--- src/rtl/icache_refill.sv ---
// Instruction-cache refill responder: owns the backing instruction memory, reads a four-word
// line at MEM_LATENCY cycles per word, and writes it into the cache with a one-cycle strobe.
module icache_refill #(
  parameter int unsigned MEM_LATENCY = 2,
  parameter int unsigned MEM_WORDS   = 32
) (
  input  logic         clk,
  input  logic         rst,
  input  logic         ICacheMiss,
  input  logic [4:0]   ICacheMiss_tag,
  output logic         WiCache,
  output logic [127:0] WiCacheline,
  output logic [8:0]   WiCachetag,
  output logic         refill_busy,
  input  logic         pm_we,
  input  logic [4:0]   pm_addr,
  input  logic [31:0]  pm_wdata,
  output logic [7:0]   refill_cnt
);

  localparam logic [3:0] LatReload = 4'(MEM_LATENCY - 1);

  typedef enum logic [1:0] {StIdle, StFetch, StFill, StHold} state_e;

  state_e        r_state;
  state_e        w_state_next;
  logic [2:0]    r_tag;
  logic [1:0]    r_idx;
  logic [3:0]    r_lat;
  logic [31:0]   r_mem [MEM_WORDS];
  logic [95:0]   r_buf;
  logic [127:0]  r_line;
  logic [8:0]    r_tagw;
  logic [7:0]    r_cnt;
  logic [31:0]   w_rd_data;
  logic          w_capture;
  logic          w_last;

  assign w_rd_data = r_mem[{r_tag, r_idx}];
  assign w_capture = (r_state == StFetch) && (r_lat == 4'd0);
  assign w_last    = w_capture && (r_idx == 2'd3);

  always_comb begin
    w_state_next = r_state;
    unique case (r_state)
      StIdle:  if (ICacheMiss) w_state_next = StFetch;
      StFetch: if (w_last) w_state_next = StFill;
      StFill:  w_state_next = StHold;
      StHold:  w_state_next = StIdle;
      default: w_state_next = StIdle;
    endcase
  end

  always_ff @(posedge clk) begin
    if (rst) begin
      r_state <= StIdle;
      r_tag   <= 3'd0;
      r_idx   <= 2'd0;
      r_lat   <= 4'd0;
      r_buf   <= 96'd0;
      r_line  <= 128'd0;
      r_tagw  <= 9'd0;
      r_cnt   <= 8'd0;
    end else begin
      r_state <= w_state_next;
      unique case (r_state)
        StIdle: begin
          if (ICacheMiss) begin
            r_tag <= ICacheMiss_tag[4:2];
            r_idx <= 2'd0;
            r_lat <= LatReload;
          end
        end
        StFetch: begin
          if (r_lat != 4'd0) begin
            r_lat <= r_lat - 4'd1;
          end else if (r_idx == 2'd3) begin
            // Publish the whole line at once so the outputs only change on entry to fill.
            r_line <= {w_rd_data, r_buf};
            r_tagw <= {1'b1, 3'b000, r_tag, 2'b01};
            if (r_cnt != 8'hFF) r_cnt <= r_cnt + 8'd1;
          end else begin
            unique case (r_idx)
              2'd0:    r_buf[31:0]  <= w_rd_data;
              2'd1:    r_buf[63:32] <= w_rd_data;
              default: r_buf[95:64] <= w_rd_data;
            endcase
            r_idx <= r_idx + 2'd1;
            r_lat <= LatReload;
          end
        end
        default: ;
      endcase
    end
  end

  // Loader writes are independent of the refill FSM; same-edge capture sees the old word.
  always_ff @(posedge clk) begin
    if (pm_we) r_mem[pm_addr] <= pm_wdata;
  end

  assign WiCache     = (r_state == StFill);
  assign WiCacheline = r_line;
  assign WiCachetag  = r_tagw;
  assign refill_busy = (r_state != StIdle);
  assign refill_cnt  = r_cnt;

endmodule

--- config.mk ---
export PLATFORM = sky130hd
export DESIGN_NAME = icache_refill
export DESIGN_NICKNAME = d
export VERILOG_FILES = /design/src/rtl/icache_refill.sv
export SDC_FILE = /design/constraint.sdc
export NUM_CORES = 2
export LEC_CHECK = 0
export CORE_MARGIN = 4
export CORE_UTILIZATION = 45
export DETAILED_ROUTE_END_ITERATION = 10
export GPL_TIMING_DRIVEN = 1
export PLACE_DENSITY = 0.66
export SLEW_MARGIN = 20
export SYNTH_ARGS = -nofsm -noshare
export SYNTH_HDL_FRONTEND = slang
export SYNTH_SLANG_ARGS = --single-unit
--- constraint.sdc ---
create_clock -name clk -period 9.18 [get_ports clk]
set_clock_uncertainty 0.2 [all_clocks]
set_input_delay 1.836 -clock clk [delete_from_list [all_inputs] [get_ports clk]]
set_output_delay 1.836 -clock clk [all_outputs]
set_load 0.01 [all_outputs]
==> parameters.txt <==
Parameter                              Value

Status
  Outcome ... complete, no violations

CTS
  Clk root buf ... sky130_fd_sc_hd__clkbuf_16
  Maximum level of the CTS H-tree ... 3
  Count of hold-fix buffers inserted at cts ... 0
  Number of buffers inserted by post-CTS setup repair ... 0
  TritonCTS clock tree ... done
  Post-CTS clock slew at the launch and capture registers of the worst setup and hold paths ... 0.06 ns
  Post-cts sizing count ... 0
  Clock buffers created by TritonCTS ... 120
  Maximum count of clock buffers along a single path ... 3
  Clock latency on the worst-skew pair ... 0.70 ns
  Clk sink count ... approximately 1.3k

Cells and area
  End-of-flow core utilization ... between 50% and 60%
  Share of post-route cells with drive strength above 1 ... 11.2%
  Most frequent standard cell in the layout excluding fill and tap cells ... sky130_fd_sc_hd__edfxtp_1
  FILL cells ... slightly below 9k
  Layout overhead on the synthesized area ... 14.1%
  Final Cell Area ... 0.0557 sq mm
  Fin nets ... ~3.3k
  Post-route non-filler standard cell count ... roughly 4.8k
  Most frequent cells in the layout ... 1,024 x sky130_fd_sc_hd__edfxtp_1, 516 x sky130_fd_sc_hd__mux2i_1, 256 x sky130_fd_sc_hd__a22oi_1

Placement
  HPWL reported at the end of detailed placement ... between 50,000 and 60,000 um
  Number of port buffers ... roughly 190
  Setup slack at placement ... approximately 4.4 ns
  Total cell area at the placement stage ... 0.0521 sq mm
  Routability cong. ... ~0.72
  Post-Place Cells ... between 4k and 5k

Power
  Max rail drop VDD ... about 0.15 mV
  Tot Pwr ... ~13 mW
  Static power due to leakage ... between 15 and 20 nW
  Power per standard cell area ... between 200 and 250 mW/mm^2
  Fraction of power consumed by combinational cells ... a little under an eighth
  Switching part of the total ... 24.9%
  Sequential share of power ... around 52%
  Internal portion of total power ... ~9.4 mW
  Clock network power share ... 36.5%
  NetSw ... ~3.1 mW

Floorplan
  X dimension of the die ... approximately 340 um
  Die ar. ... 0.114 sq mm
  Initial Util ... 45.4%
  Area of the core region ... ~0.11 sq mm
  Std-Cell Rows ... 120
  Ports placed on the boundary ... 193
  Die height ... approximately 340 um

STA
  Post-route clock period utilization ... a little under half
  Endpoints failing setup ... 0
  Number of hold violations in the final report ... 0
  Final period demand of the worst path ... around 4.3 ns
  Final Max Slew Viols ... 0
  Unrepaired setup endpoints after global routing ... no
  Slew @ Worst Pin ... 1.12 ns
  Worst relative slew slack ... between 20% and 30%
  Final critical-path setup slack ... slightly below 5 ns
  Hold slack ... about 0.25 ns
  Final setup TNS ... 0 ns
  Maximum clock frequency ... about 0.23 GHz

Yosys
  Yosys synthesis warning count ... 0
  Mean instance size in the synthesized netlist ... around 16 sq um
  Gate count after technology mapping ... 3,119
  Area of the mapped netlist ... 0.0488 sq mm
  Post-synthesis sequential element count ... between 1k and 1.5k
  Yosys cell types ... 41
  Fraction of the yosys area taken by sequential cells ... between 70% and 80%

Drt
  Residual antenna-violating net count after detailed routing ... 0
  First-pass DRT Iterations ... 7
  Routed vias/inst ... 5.66
  Routed wire per std cell ... ~25 um
  Number of DRC markers after the initial detailed-route iteration ... between 2k and 3k
  Routed wire length ... between 100,000 and 150,000 um
  Vias post-DR ... about 27k
  DRC Markers ... 0

Critical path
  Buffering stage count on the worst path with inverters included ... 2
  Req. time, crit path ... between 9 and 10 ns
  Top Family by Delay on Critical Path ... buffers and inverters
  Slack of the worst reg-to-reg path ... 4.88 ns
  Cell with the most instances on the worst path ... sky130_fd_sc_hd__buf_12
  Type of element launching the critical path ... register
  Critical path class ... reg -> reg
  Crit path cell chain ... buf_12 -> buf_12 -> mux2i_1 -> a22oi_1 -> a21oi_1 -> or4_4 -> a211oi_1
  Slowest cell on the critical path ... sky130_fd_sc_hd__dfxtp_4
  Max FO, Critical Path ... around 140
  Crit-path max cell delay ... a little over 0.8 ns
  Data arrival time of the critical path ... about 4.7 ns
  Type of destination of the critical path ... register

Run
  Max-capacitance violation count ... 0

Global routing
  Antenna violations before repair ... 10
  Vias in the first global route ... between 20k and 30k
  Total routing usage reported by global routing ... approximately a fifth
  Maximum number of pins on one net before global-route repair ... roughly 170
  Wire length of the first global-routing pass ... between 150,000 and 200,000 um
  Sum of overflow across all layers after global routing ... 0

Worst hold path
  Worst min-delay path category ... reg -> reg
synth_stat cells:
master / number / share of area (%)
sky130_fd_sc_hd__inv_1: 9 / 0.069
sky130_fd_sc_hd__mux2i_1: 516 / 11
sky130_fd_sc_hd__o22ai_1: 1 / 0.013
sky130_fd_sc_hd__nor3_1: 4 / 0.041
sky130_fd_sc_hd__or3_1: 2 / 0.026
sky130_fd_sc_hd__nor4_1: 1 / 0.013
sky130_fd_sc_hd__clkbuf_1: 122 / 0.94
sky130_fd_sc_hd__o31ai_1: 1 / 0.015
sky130_fd_sc_hd__a21boi_0: 1 / 0.015
sky130_fd_sc_hd__ha_1: 10 / 0.26
sky130_fd_sc_hd__a22oi_1: 256 / 3.9
sky130_fd_sc_hd__buf_6: 22 / 0.51
sky130_fd_sc_hd__buf_4: 34 / 0.52
sky130_fd_sc_hd__and4bb_2: 1 / 0.026
sky130_fd_sc_hd__a211oi_2: 72 / 1.8
sky130_fd_sc_hd__o211ai_1: 1 / 0.015
sky130_fd_sc_hd__edfxtp_1: 1024 / 63
sky130_fd_sc_hd__nor2b_1: 5 / 0.064
sky130_fd_sc_hd__or4_4: 32 / 0.74
sky130_fd_sc_hd__o21ai_0: 2 / 0.021
sky130_fd_sc_hd__nand3_1: 8 / 0.082
sky130_fd_sc_hd__clkbuf_4: 3 / 0.046
sky130_fd_sc_hd__a21oi_1: 236 / 2.4
sky130_fd_sc_hd__dfxtp_1: 247 / 10
sky130_fd_sc_hd__buf_2: 11 / 0.11
sky130_fd_sc_hd__nor3b_1: 2 / 0.031
sky130_fd_sc_hd__and2_1: 4 / 0.051
sky130_fd_sc_hd__nor2_1: 179 / 1.4
sky130_fd_sc_hd__nand4_1: 4 / 0.051
sky130_fd_sc_hd__conb_1: 1 / 0.0077
sky130_fd_sc_hd__buf_1: 18 / 0.14
sky130_fd_sc_hd__xnor2_1: 4 / 0.072
sky130_fd_sc_hd__nand3b_1: 5 / 0.077
sky130_fd_sc_hd__nand2b_1: 3 / 0.038
sky130_fd_sc_hd__or3b_2: 3 / 0.054
sky130_fd_sc_hd__a211oi_1: 57 / 0.88
sky130_fd_sc_hd__a31oi_1: 1 / 0.013
sky130_fd_sc_hd__nand2_1: 213 / 1.6
sky130_fd_sc_hd__buf_8: 1 / 0.031
sky130_fd_sc_hd__or2_1: 1 / 0.013
sky130_fd_sc_hd__xor2_1: 2 / 0.036
sequential cells by signal, summed over array words and instances (netlist names):
signal / flops
r_lat: 4
r_mem: 1024
r_state: 2
WiCachetag: 4
r_tag: 3
r_buf: 96
refill_cnt: 8
WiCacheline: 128
r_idx: 2
cell type report:
class / count / area (sq um) / area share [%]
timing repair buffer: 241 / 2340 / 4.21
inverter: 9 / 33.8 / 0.0607
antenna: 3 / 7.51 / 0.0135
tap: 1403 / 1760 / 3.15
clock buffer: 154 / 3200 / 5.76
sequential: 1271 / 35700 / 64.1
multi-input combinational: 1631 / 12200 / 22.0
clock inverter: 60 / 398 / 0.715
cell families (layout without fill, tap and decap cells):
logic type,after synthesis,in the layout,synth area share (%)
simple gates,467,467,4.32
other cells,1,7,0.00769
xor+xnor,6,6,0.108
mux,516,516,10.6
fa+ha+maj,10,10,0.256
flops,1271,1271,73.2
compound gates,628,628,9.18
buf+inv,220,464,2.37
final timing paths:
path	start	endpoint	cells past startpoint
setup / recovery	r_idx[0]	r_buf[51]	7
hold / removal	r_buf[76]	WiCacheline[76]	2
setup reg to reg	r_idx[0]	r_buf[51]	7
hold reg to reg	r_buf[76]	WiCacheline[76]	2
power by group through the flow:
stage          combinational, mW  sequential (mW)  clock [mW]
2_1_floorplan               1.01             6.53           0
3_3_place_gp                1.48             6.56           0
3_5_place_dp                1.49             6.56           0
4_1_cts                     1.50             6.44        4.66
5_1_grt                     1.61             6.46        4.90
6_report                    1.49             6.44        4.57
worst register-to-register path: stages, from the launching register on:
cell and delay (ns):
sky130_fd_sc_hd__dfxtp_4 0.83, sky130_fd_sc_hd__buf_12 0.57, sky130_fd_sc_hd__buf_12 0.97, sky130_fd_sc_hd__mux2i_1 0.34
sky130_fd_sc_hd__a22oi_1 0.25, sky130_fd_sc_hd__a21oi_1 0.15, sky130_fd_sc_hd__or4_4 0.65, sky130_fd_sc_hd__a211oi_1 0.27
layer usage:
layer | track usage, % | vias up | wire length [um]
li1 | - | 12300 | -
met1 | 30.4 | 13500 | 53500
met2 | 30.4 | 991 | 52300
met3 | 4.44 | 171 | 9890
met4 | 4.12 | 14 | 2070
met5 | 0 | - | 99
Power figures use the tool's default switching activity.
